$ cat config.mk
export PLATFORM = sky130hd
export DESIGN_NAME = neuron
export DESIGN_NICKNAME = d
export VERILOG_FILES = /design/src/rtl/neuron.sv
export SDC_FILE = /design/constraint.sdc
export NUM_CORES = 1
export LEC_CHECK = 0
export CAP_MARGIN = 25
export CORE_ASPECT_RATIO = 0.5
export CORE_MARGIN = 10
export CORE_UTILIZATION = 50
export DETAILED_ROUTE_END_ITERATION = 16
export PLACE_DENSITY = 0.68
export REMOVE_ABC_BUFFERS = 1
export SYNTH_ARGS = -nofsm -noshare
export SYNTH_HDL_FRONTEND = slang
export SYNTH_SLANG_ARGS = --single-unit
export TNS_END_PERCENT = 50
$ cat constraint.sdc
create_clock -name clock -period 13.1 [get_ports clock]
set_clock_uncertainty 0.15 [all_clocks]
set_input_delay 1.965 -clock clock [delete_from_list [all_inputs] [get_ports clock]]
set_output_delay 1.965 -clock clock [all_outputs]
set_load 0.05 [all_outputs]
$ cat src/rtl/neuron.sv
// neuron: weighted-sum stage feeding the threshold activation unit.
//
// Takes a vector of N unsigned Q0.8 activations and multiply-accumulates it
// against stored signed Q8.8 weights plus a bias, one element per cycle. The
// result is returned as a saturated signed Q8.8 argument. When the vector was
// accepted with train=1, the block then waits for a delta and updates every
// weight and the bias from the stored inputs.
//
// Ports
//   clock, reset          : rising-edge clock, synchronous active-high reset
//   train                 : mode, sampled only on the input handshake edge
//   input_valid/ready/data: input vector, element i at [8i+7:8i]
//   argument_valid/ready/data : saturated Q8.8 weighted sum
//   delta_valid/ready/data: signed Q8.8 training delta
module neuron #(
   parameter int N    = 4,
   parameter int RATE = 0
) (
   input  logic             clock,
   input  logic             reset,
   input  logic             train,
   input  logic             input_valid,
   output logic             input_ready,
   input  logic [8*N-1:0]   input_data,
   output logic             argument_valid,
   input  logic             argument_ready,
   output logic [15:0]      argument_data,
   input  logic             delta_valid,
   output logic             delta_ready,
   input  logic [15:0]      delta_data
);

   // Index must reach N so UPDATE can spend one extra cycle on the bias.
   localparam int IW = $clog2(N + 1);

   typedef enum logic [2:0] {IDLE, MAC, OUT, WAIT, UPDATE} state_e;

   state_e                  state_q, state_d;
   logic [N-1:0][15:0]      w_q, w_d;
   logic signed [15:0]      b_q, b_d;
   logic [N-1:0][7:0]       x_q, x_d;
   logic signed [31:0]      acc_q, acc_d;
   logic [IW-1:0]           idx_q, idx_d;
   logic                    train_q, train_d;
   logic signed [15:0]      delta_q, delta_d;

   logic signed [24:0]      mac_prod;
   logic signed [24:0]      upd_prod;
   logic signed [24:0]      upd_term;
   logic signed [31:0]      w_sum;
   logic signed [31:0]      b_sum;

   function automatic logic [15:0] sat16(input logic signed [31:0] v);
      if (v > 32'sd32767)       return 16'h7fff;
      else if (v < -32'sd32768) return 16'h8000;
      else                      return v[15:0];
   endfunction

   // x is zero-extended to 9 bits so the product stays signed.
   always_comb begin
      mac_prod = $signed(w_q[idx_q]) * $signed({1'b0, x_q[idx_q]});
      upd_prod = delta_q * $signed({1'b0, x_q[idx_q]});
      upd_term = upd_prod >>> (8 + RATE);
      w_sum    = 32'($signed(w_q[idx_q])) + 32'(upd_term);
      b_sum    = 32'(b_q) + 32'(delta_q >>> RATE);
   end

   always_comb begin
      state_d        = state_q;
      w_d            = w_q;
      b_d            = b_q;
      x_d            = x_q;
      acc_d          = acc_q;
      idx_d          = idx_q;
      train_d        = train_q;
      delta_d        = delta_q;
      input_ready    = 1'b0;
      argument_valid = 1'b0;
      delta_ready    = 1'b0;
      case (state_q)
         IDLE: begin
            input_ready = 1'b1;
            if (input_valid) begin
               x_d     = input_data;
               train_d = train;
               acc_d   = 32'(b_q) <<< 8;
               idx_d   = '0;
               state_d = MAC;
            end
         end
         MAC: begin
            acc_d = acc_q + 32'(mac_prod);
            idx_d = idx_q + IW'(1);
            if (idx_q == IW'(N - 1)) state_d = OUT;
         end
         OUT: begin
            argument_valid = 1'b1;
            if (argument_ready) state_d = train_q ? WAIT : IDLE;
         end
         WAIT: begin
            delta_ready = 1'b1;
            if (delta_valid) begin
               delta_d = delta_data;
               idx_d   = '0;
               state_d = UPDATE;
            end
         end
         UPDATE: begin
            if (idx_q == IW'(N)) begin
               b_d     = sat16(b_sum);
               state_d = IDLE;
            end else begin
               w_d[idx_q] = sat16(w_sum);
               idx_d      = idx_q + IW'(1);
            end
         end
         default: state_d = IDLE;
      endcase
   end

   // acc is frozen in OUT, so the argument is stable under backpressure.
   assign argument_data = (state_q == OUT) ? sat16(acc_q >>> 8) : 16'h0000;

   always_ff @(posedge clock) begin
      if (reset) begin
         state_q <= IDLE;
         w_q     <= '0;
         b_q     <= '0;
         x_q     <= '0;
         acc_q   <= '0;
         idx_q   <= '0;
         train_q <= 1'b0;
         delta_q <= '0;
      end else begin
         state_q <= state_d;
         w_q     <= w_d;
         b_q     <= b_d;
         x_q     <= x_d;
         acc_q   <= acc_d;
         idx_q   <= idx_d;
         train_q <= train_d;
         delta_q <= delta_d;
      end
   end

endmodule

==> impl_metrics.csv, run 1 <==
group,metric,value,unit
route,drtPass1Iterations,6,
worst_hold_path,worstHoldPathType,"flip-flop to flip-flop",
yosys,synth_seq_cells,167,
critical_path,crit_fanout,32,
critical_path,worstPathArrival,9.41,ns
floorplanning,design.die.area,45300,sq um
sta,period_minus_slack,9.19,ns
clock_network,cts_root_buf,"clkbuf_16",
sta,fin_tns_setup,0,ns
cells_and_area,synthToLayoutAreaGrowth,9.20,%
floorplanning,dieWidth,291,um
clock_network,htreeDepth,4,
route,routedWlPerCell,17.4,um
cells_and_area,nNetsFinal,2613,
route,via_per_inst,5.47,
yosys,synth_edf_count,0,
clock_network,tritoncts,"done",
floorplanning,core_area,36100,sq um
yosys,netlist_instances,2165,
route,drt_first_iter_violations,1050,
power_and_ir_drop,p_leak,9.51,nW
placement,placed_cell_area,19500,sq um
clock_network,cts_buffers,17,
cells_and_area,mostFrequentLayoutCell,"nand2_1",
clock_network,cts_resized,0,
floorplanning,num_rows,49,
clock_network,cts_sinks,167,
critical_path,cp-start-kind,"flip-flop",
global_route,grt_overflow_total,0,
cells_and_area,instances_no_fill,2672,
clock_network,clk_latency,0.47,ns
clock_network,clkTransAtPathRegs,0.08,ns
cells_and_area,design_area,20100,sq um
cells_and_area,nFillCells,3254,
global_route,first_global_vias,14200,
yosys,yosys_warnings,0,
cells_and_area,fin_util,55.6,%
placement,place.gp.congestion,0.909,
route,vias,14600,
critical_path,criticalPathCategory,"flip-flop to flip-flop",
critical_path,cp-end-kind,"flip-flop",
critical_path,slowest_stage,"mux4_2",
cells_and_area,drive_gt1_share,4.30,%
job,cap_violations,0,
placement,placedCellCount,2638,
route,route.detailed.drc,0,
cells_and_area,n_antenna_cell,0,
cells_and_area,multi_input_area,13600,sq um
route,totalWireLength,46.4,mm
critical_path,crit_required,13.32,ns
global_route,grt_first_pass_wirelength,76.4,mm
sta,relSlewSlack,39.0,%
yosys,synth_area,18400,sq um
cells_and_area,regArea,3340,sq um
floorplanning,die_h,156,um
global_route,antenna_found_initial,0,
sta,tightest_slew,0.893,ns
sta,finalCritPeriodShare,70.2,%
critical_path,cp_common_cell,"fa_1",
power_and_ir_drop,peakVddDrop,0.000109,V
yosys,synth_ff_type,"dfxtp_1",
yosys,syn_avg_cell_area,8.50,sq um
global_route,track_usage,20.8,%
route,ant_nets,0,
yosys,synth-seq-area-share,18.2,%
placement,io_buffers,72,
power_and_ir_drop,total_power,0.00156,W
global_route,grt_max_degree,71,
yosys,async_flop_share,0,%
sta,slew_viol_final,0,
critical_path,r2r_cells,28,
floorplanning,pin_count,73,
sta,finalSetupViolations,0,
yosys,ys_types,64,
critical_path,slowest_delay,0.70,ns
floorplanning,start_util,50.9,%
clock_network,clock_path_buffers,2,
sta,clock.fmax,109,MHz
clock_network,cts_setup_buffers,0,
placement,detailed_place_hpwl,35.4,mm
sta,hold_viol,0,
sta,rsz0062_at_grt,"false",
clock_network,hold_buffers,0,
worst_hold_path,hold_depth,2,
cells_and_area,final_cell_mix,"nand2_1, inv_1, fa_1",
power_and_ir_drop,power.density,77.5,nW/um^2
status,status,"complete, no violations",
## sequential cells by signal, indices dropped and copies added (netlist names)
name,cells
idx_q,3
train_q,1
delta_q,16
x_q,32
acc_q,32
w_q,64
b_q,16
state_q,3
## report_power, final
part	internal, W	switching [W]
logic	0.000141	0.000297
clock network	0.000262	0.000271
registers	0.000542	0.0000433
## final timing paths
check	slack (ns)	endpoint	startpoint
setup / recovery	3.91	w_q[3]$_SDFFE_PP0P_	idx_q[1]$_SDFFE_PP0P_
hold / removal	0.30	x_q[21]$_SDFFE_PP0P_	x_q[21]$_SDFFE_PP0P_
setup reg to reg	3.91	w_q[3]$_SDFFE_PP0P_	idx_q[1]$_SDFFE_PP0P_
hold reg to reg	0.30	x_q[21]$_SDFFE_PP0P_	x_q[21]$_SDFFE_PP0P_
## worst max-delay path: cells and delay by family (launching register included)
family | cells | cell delay (ns)
adders and majority gates | 6 | 2.63
xor gates and xnor gates | 1 | 0.15
AOI/OAI and AO/OA | 10 | 2.67
buffers and inverters | 3 | 0.50
and+or+nand+nor | 7 | 1.73
muxes | 1 | 0.70
DFF | 1 | 0.54
## final cells by class
| class | instances | area share, % |
|---|---|---|
| Tap cell | 484 | 3.01 |
| Timing Repair Buffer | 87 | 4.20 |
| Inverter | 300 | 5.61 |
| Clock buffer | 18 | 2.19 |
| Clock inverter | 14 | 0.791 |
| Multi-Input combinational cell | 1602 | 67.6 |
| Sequential cell | 167 | 16.7 |
## stage by stage
step	worst slack, ns	hold slack, ns
floorplan	4.86	0.270
global placement	4.03	0.279
detailed placement	3.72	0.290
CTS	3.67	0.305
global route	3.25	0.324
finish	3.91	0.304
## metal layers
metal | vias up | track usage, % | part of all wire, %
li1 | 7030 | - | -
met2 | 401 | 32.0 | 44
met4 | 0 | 3.98 | 1.1
met5 | - | 0 | 0
met1 | 7146 | 29.5 | 47
met3 | 35 | 4.69 | 7.4
## kinds of logic (layout without fill, tap and decap cells)
family | after synthesis | after routing | share of synthesized area [%]
AOI/OAI and AO/OA | 388 | 388 | 12.8
xor gates and xnor gates | 71 | 71 | 3.38
adders and majority gates | 399 | 399 | 36.5
buffers and inverters | 396 | 419 | 8.14
DFF | 167 | 167 | 18.2
muxes | 26 | 26 | 3.05
and+or+nand+nor | 718 | 718 | 17.9
## synthesized netlist by cell type, types with 3 or more instances
cell	instances	area, sq um
a211o_1	4	35.0
a211oi_1	24	180
a21o_1	30	225
a21oi_1	147	736
a221oi_1	5	43.8
a22oi_1	3	22.5
a311oi_1	13	114
a31oi_1	3	18.8
and2_1	144	901
and3_1	10	62.6
buf_1	19	71.3
buf_2	3	15.0
clkbuf_1	73	274
dfxtp_1	167	3340
fa_1	235	4700
ha_1	149	1860
inv_1	300	1130
maj3_1	15	150
mux4_2	24	541
nand2_1	348	1310
nand2b_1	10	62.6
nand3_1	21	105
nand3b_1	3	22.5
nand4_1	6	37.5
nand4b_1	3	26.3
nor2_1	131	492
nor2b_1	10	62.6
nor3_1	9	45.0
nor4_1	5	31.3
o21a_1	13	97.6
o21ai_0	102	510
o21ai_1	4	20.0
o21bai_1	4	30.0
o22ai_1	6	37.5
o31ai_1	5	37.5
or2_2	3	18.8
or3_1	5	31.3
or3b_2	3	26.3
xnor2_1	45	394
xor2_1	26	228
Note: power is estimated with default switching activity, not from simulation.
==> run 2: changes to the inputs <==
==> constraint.sdc (replaced) <==
create_clock -name clock -period 9.4 [get_ports clock]
set_clock_uncertainty 0.15 [all_clocks]
set_input_delay 1.41 -clock clock [delete_from_list [all_inputs] [get_ports clock]]
set_output_delay 1.41 -clock clock [all_outputs]
set_load 0.05 [all_outputs]
==> run 2 against run 1 <==
  * Critical endpoint is now w_q[41]$_SDFFE_PP0P_
  * First-iteration DRC count up 7.9%
  * Register-to-register slack worse by 3.2 ns
  * Sequential cell count unchanged
  * Final area up 0.49%
  * Via count up 1.2%
  * Sequential power up 40%
  * Global-route usage up 0.29 points
  * Sequential share of layout area down 0.081 points
==> impl_metrics.csv, run 2 (synthesized netlist as in run 1, its figures left out) <==
group,metric,value,unit
global_route,track_usage,21.1,%
worst_hold_path,hold_depth,2,
cells_and_area,drive_gt1_share,4.69,%
critical_path,cp-start-kind,"flip-flop",
critical_path,rrSetupSlack,0.66,ns
route,vias,14800,
sta,finalCritPeriodShare,92.9,%
sta,finalSetupViolations,0,
clock_network,clk_latency,0.46,ns
floorplanning,design.die.area,45300,sq um
critical_path,worstPathArrival,8.94,ns
cells_and_area,instances_no_fill,2681,
route,routedWlPerCell,17.7,um
route,totalWireLength,47.4,mm
sta,clock.fmax,114,MHz
status,status,"complete, no violations",
clock_network,cts_setup_buffers,0,
clock_network,tritoncts,"done",
floorplanning,start_util,50.9,%
power_and_ir_drop,p_leak,9.58,nW
sta,hold_viol,0,
floorplanning,num_rows,49,
cells_and_area,nNetsFinal,2622,
cells_and_area,largest_registers,"w_q: 64 flops, acc_q: 32 flops, x_q: 32 flops",
critical_path,r2r-end,"w_q[41]$_SDFFE_PP0P_",
global_route,grt_max_degree,63,
cells_and_area,regMostFlops,"w_q",
route,drtPass1Iterations,5,
sta,tightest_slew,1.11,ns
sta,rsz0062_at_grt,"false",
clock_network,cts_resized,0,
sta,period_minus_slack,8.74,ns
power_and_ir_drop,p_sw,0.000862,W
sta,fin_tns_setup,0,ns
placement,placed_cell_area,19600,sq um
cells_and_area,design_area,20200,sq um
critical_path,startpoint,"idx_q[0]$_SDFFE_PP0P_",
worst_hold_path,worstHoldPathType,"flip-flop to flip-flop",
power_and_ir_drop,intPower,0.00135,W
worst_hold_path,worstHoldEndpoint,"w_q[22]$_SDFFE_PP0P_",
cells_and_area,nFillCells,3264,
cells_and_area,n_antenna_cell,0,
floorplanning,die_h,156,um
power_and_ir_drop,power_frac_comb,28.4,%
power_and_ir_drop,power.density,110,nW/um^2
critical_path,r2r_cells,25,
cells_and_area,largest_reg_flops,64,
sta,slew_viol_final,0,
power_and_ir_drop,p_clk_share,34.8,%
placement,io_buffers,72,
floorplanning,pin_count,73,
clock_network,clkTransAtPathRegs,0.08,ns
placement,place.gp.congestion,0.944,
placement,detailed_place_hpwl,36.5,mm
floorplanning,core_area,36100,sq um
critical_path,criticalPathCategory,"flip-flop to flip-flop",
route,ant_nets,0,
clock_network,cts_root_buf,"clkbuf_16",
placement,placedCellCount,2649,
job,cap_violations,0,
power_and_ir_drop,swShare,38.9,%
route,route.detailed.drc,0,
worst_hold_path,min_from,"w_q[22]$_SDFFE_PP0P_",
cells_and_area,synthToLayoutAreaGrowth,9.73,%
critical_path,crit_required,9.60,ns
cells_and_area,mostFrequentLayoutCell,"nand2_1",
clock_network,cts_sinks,167,
route,via_per_inst,5.52,
critical_path,cp-end-kind,"flip-flop",
floorplanning,dieWidth,291,um
global_route,antenna_found_initial,0,
power_and_ir_drop,peakVddDrop,0.000149,V
clock_network,hold_buffers,0,
global_route,first_global_vias,14400,
clock_network,clock_path_buffers,2,
cells_and_area,final_cell_mix,"nand2_1, inv_1, fa_1",
global_route,grt_first_pass_wirelength,77.1,mm
global_route,grt_overflow_total,0,
route,drt_first_iter_violations,1133,
clock_network,cts_buffers,17,
critical_path,crit_fanout,32,
clock_network,htreeDepth,4,
critical_path,r2r-start,"idx_q[0]$_SDFFE_PP0P_",
power_and_ir_drop,p_seq_share,36.9,%
sta,relSlewSlack,24.4,%
## run 2: cell count changes in the layout (fill, tap and decap cells not counted), sizes merged
cell / delta
inv: +1
buf: +9
clkinv: -2
bufinv: +1
## run 2: worst max path at each step
stage                                 endpoint  slack [ns]  cells after the start
final                     w_q[41]$_SDFFE_PP0P_        0.66                     25
after global routing      w_q[35]$_SDFFE_PP0P_        0.02                     27
after CTS                 w_q[41]$_SDFFE_PP0P_        0.73                     27
after detailed placement  w_q[38]$_SDFFE_PP0P_        0.79                     27
after global placement    w_q[38]$_SDFFE_PP0P_        1.05                     27
after floorplan            w_q[0]$_SDFFE_PP0P_        1.16                     28
## run 2: worst max-delay path, stage by stage, from the launching register on
cell and delay (ns):
dfxtp_2 0.55, mux4_2 0.88, and2_1 0.29, ha_1 0.31, fa_1 0.52, fa_1 0.56
inv_1 0.06, fa_1 0.56, inv_1 0.06, ha_1 0.36, a21o_1 0.20, a21o_1 0.17
a21o_1 0.17, a21oi_1 0.17, o21ai_0 0.16, a311oi_4 0.39, o21ai_0 0.17, xor2_1 0.16
ha_1 0.39, a21oi_1 0.12, a32oi_1 0.23, nand3_1 0.11, a22oi_1 0.55, a21o_1 0.24
nand4b_1 0.61, o21ai_0 0.46
## run 2: per-layer routing
layer,track usage [%],vias up,share of wire (%)
met3,4.01,47,7.5
li1,-,7024,-
met2,32.0,444,44
met4,5.01,0,1.5
met1,30.4,7278,47
met5,0,-,0
## run 2: cell type report
type | instances | area (sq um) | area share [%]
Clock buffer | 18 | 439 | 2.18
Clock inverter | 14 | 194 | 0.961
Inverter | 300 | 1130 | 5.58
Multi-Input combinational cell | 1602 | 13600 | 67.2
Sequential cell | 167 | 3340 | 16.6
Tap cell | 484 | 606 | 3.00
Timing Repair Buffer | 96 | 906 | 4.49
## run 2: power by group through the flow
| stage | registers (W) | clock network (W) | logic (W) |
|---|---|---|---|
| after detailed placement | 0.000835 | 0 | 0.000620 |
| after global placement | 0.000834 | 0 | 0.000609 |
| after floorplan | 0.000820 | 0 | 0.000377 |
| final | 0.000818 | 0.000771 | 0.000629 |
| after global routing | 0.000827 | 0.000809 | 0.000690 |
| after CTS | 0.000819 | 0.000782 | 0.000625 |
## run 2: through the flow
step	hold slack [ns]	total power, W	setup slack, ns	utilization, %
floorplan	0.270	0.00120	1.16	-
global placement	0.277	0.00144	1.05	54.1
detailed placement	0.290	0.00145	0.792	54.1
CTS	0.306	0.00222	0.734	55.9
global route	0.329	0.00233	0.0214	55.9
finish	0.304	0.00222	0.663	55.9
==> run 3: changes to the inputs <==
--- a/config.mk
+++ b/config.mk
@@ -9,6 +9,7 @@
 export CORE_ASPECT_RATIO = 0.5
 export CORE_MARGIN = 10
 export CORE_UTILIZATION = 50
+export CTS_BUF_LIST = sky130_fd_sc_hd__clkbuf_8
 export DETAILED_ROUTE_END_ITERATION = 16
 export PLACE_DENSITY = 0.68
 export REMOVE_ABC_BUFFERS = 1
==> run 3 against run 2 <==
  * Via count fell by 0.45%
  * Clock-buffer cell count did not move
  * Die area did not move
  * Sequential share of layout area rose by 0.16 points
  * Sequential cell count did not move
  * Setup slack got worse by 0.011 ns
  * Cell count did not move
==> impl_metrics.csv, run 3 (synthesized netlist as in run 1, its figures left out) <==
group,metric,value,unit
cells_and_area,nFillCells,3299,
floorplanning,pin_count,73,
clock_network,clk_latency,0.51,ns
critical_path,cp-end-kind,"flip-flop",
route,drtPass1Iterations,5,
global_route,grt_util_met2,31.7,%
critical_path,slowest_delay,0.88,ns
clock_network,cts_resized,0,
critical_path,crit_fanout,32,
sta,period_minus_slack,8.75,ns
global_route,grt_overflow_total,0,
critical_path,crit_required,9.65,ns
critical_path,cp-start-kind,"flip-flop",
critical_path,critPathTopFamily,"compound AO/OA/AOI/OAI gates",
route,totalWireLength,47.0,mm
route,drt_first_iter_violations,1102,
cells_and_area,synthToLayoutAreaGrowth,8.69,%
sta,finalSetupViolations,0,
floorplanning,dieWidth,291,um
placement,placedCellCount,2649,
critical_path,r2r_cells,25,
cells_and_area,instances_no_fill,2681,
critical_path,worstPathArrival,9.00,ns
clock_network,cts_root_buf,"clkbuf_8",
route,route.detailed.drc,0,
cells_and_area,nNetsFinal,2622,
sta,rsz0062_at_grt,"false",
power_and_ir_drop,p_leak,9.49,nW
placement,place.gp.congestion,0.944,
cells_and_area,design_area,20000,sq um
placement,placed_cell_area,19600,sq um
critical_path,path_depth,25,
floorplanning,start_util,50.9,%
clock_network,htreeDepth,4,
floorplanning,num_rows,49,
clock_network,cts_buffers,17,
route,vias,14700,
critical_path,critPathBufInv,2,
cells_and_area,drive_gt1_share,4.69,%
critical_path,slowest_stage,"mux4_2",
critical_path,cp_common_cell,"a21o_1",
clock_network,clkTransAtPathRegs,0.11,ns
clock_network,hold_buffers,0,
cells_and_area,final_cell_mix,"nand2_1, inv_1, fa_1",
route,routedWlPerCell,17.5,um
route,via_per_inst,5.49,
power_and_ir_drop,power.density,102,nW/um^2
critical_path,startpoint,"idx_q[0]$_SDFFE_PP0P_",
sta,slew_viol_final,0,
critical_path,criticalPathCategory,"flip-flop to flip-flop",
sta,finalCritPeriodShare,93.1,%
sta,fin_tns_setup,0,ns
cells_and_area,largest_registers,"w_q: 64 flops, acc_q: 32 flops, x_q: 32 flops",
cells_and_area,mostFrequentLayoutCell,"nand2_1",
sta,tightest_slew,1.02,ns
job,cap_violations,0,
sta,hold_viol,0,
clock_network,clock_path_buffers,2,
placement,io_buffers,72,
cells_and_area,n_antenna_cell,0,
global_route,grt_most_used_layer,"met2",
global_route,grtUsageMet3,3.91,%
global_route,grt_first_pass_wirelength,76.6,mm
sta,clock.fmax,114,MHz
clock_network,tritoncts,"done",
global_route,first_global_vias,14300,
placement,detailed_place_hpwl,36.5,mm
clock_network,cts_setup_buffers,0,
global_route,track_usage,20.9,%
clock_network,cts_sinks,167,
sta,fin_hold_ws,0.310,ns
cells_and_area,largest_reg_flops,64,
floorplanning,core_area,36100,sq um
critical_path,r2r-end,"w_q[2]$_SDFFE_PP0P_",
power_and_ir_drop,peakVddDrop,0.000151,V
global_route,grt_max_degree,63,
cells_and_area,regMostFlops,"w_q",
sta,relSlewSlack,29.9,%
critical_path,r2r-start,"idx_q[0]$_SDFFE_PP0P_",
critical_path,rrSetupSlack,0.65,ns
worst_hold_path,worstHoldPathType,"flip-flop to flip-flop",
floorplanning,die_h,156,um
critical_path,critPathCapture,"w_q[2]$_SDFFE_PP0P_",
floorplanning,design.die.area,45300,sq um
status,status,"complete, no violations",
global_route,grt_use_met1,30.4,%
route,ant_nets,0,
global_route,antenna_found_initial,0,
==> run 3: cell types whose count changed in the layout (fill, tap and decap cells not counted) <==
cell and delta:
clkbuf_16 -17, clkbuf_8 +17
==> run 3: how the worst min path moves through the flow <==
stage / start / to / slack [ns] / depth (start not counted)
after global routing: x_q[3]$_SDFFE_PP0P_ / x_q[3]$_SDFFE_PP0P_ / 0.33 / 2
after CTS: x_q[31]$_SDFFE_PP0P_ / x_q[31]$_SDFFE_PP0P_ / 0.31 / 2
after floorplan: w_q[32]$_SDFFE_PP0P_ / w_q[32]$_SDFFE_PP0P_ / 0.27 / 2
after detailed placement: w_q[40]$_SDFFE_PP0P_ / w_q[40]$_SDFFE_PP0P_ / 0.29 / 2
final: x_q[26]$_SDFFE_PP0P_ / x_q[26]$_SDFFE_PP0P_ / 0.31 / 2
after global placement: w_q[32]$_SDFFE_PP0P_ / w_q[32]$_SDFFE_PP0P_ / 0.28 / 2
==> run 3: final cells by class <==
type,instances,area [sq um],share of cell area (%)
multi-input cells,1602,13600,67.9
flip-flops and latches,167,3340,16.7
inverters,300,1130,5.63
repair buffers,96,906,4.53
well taps,484,606,3.03
clock buffers,18,248,1.24
clock inverters,14,194,0.970
==> run 3: power by group <==
part           total [W]  internal [W]  leakage, nW  switching, W
combinational   0.000628      0.000204         7.91      0.000424
clock           0.000592      0.000239        0.222      0.000353
sequential      0.000818      0.000756         1.35     0.0000616
total            0.00204       0.00120         9.49      0.000839
==> run 3: metrics by stage <==
step           power, W  setup slack [ns]  utilization [%]
6_report        0.00204             0.652             55.4
5_1_grt         0.00215            0.0421             55.4
4_1_cts         0.00205             0.753             55.4
3_5_place_dp    0.00145             0.792             54.1
3_3_place_gp    0.00144              1.05             54.1
2_1_floorplan   0.00120              1.16                -
==> run 3: metal layers <==
layer	share of wire, %	vias up	wire, um
li1	-	7031	-
met1	48	7241	22300
met5	0	-	0
met4	1.2	0	576
met2	44	420	20700
met3	7.2	34	3380
==> run 3: tightest hold or removal path, stage by stage (launching register included) <==
cell and delay, ns:
dfxtp_1 0.32, nand2_1 0.05, a21oi_1 0.05
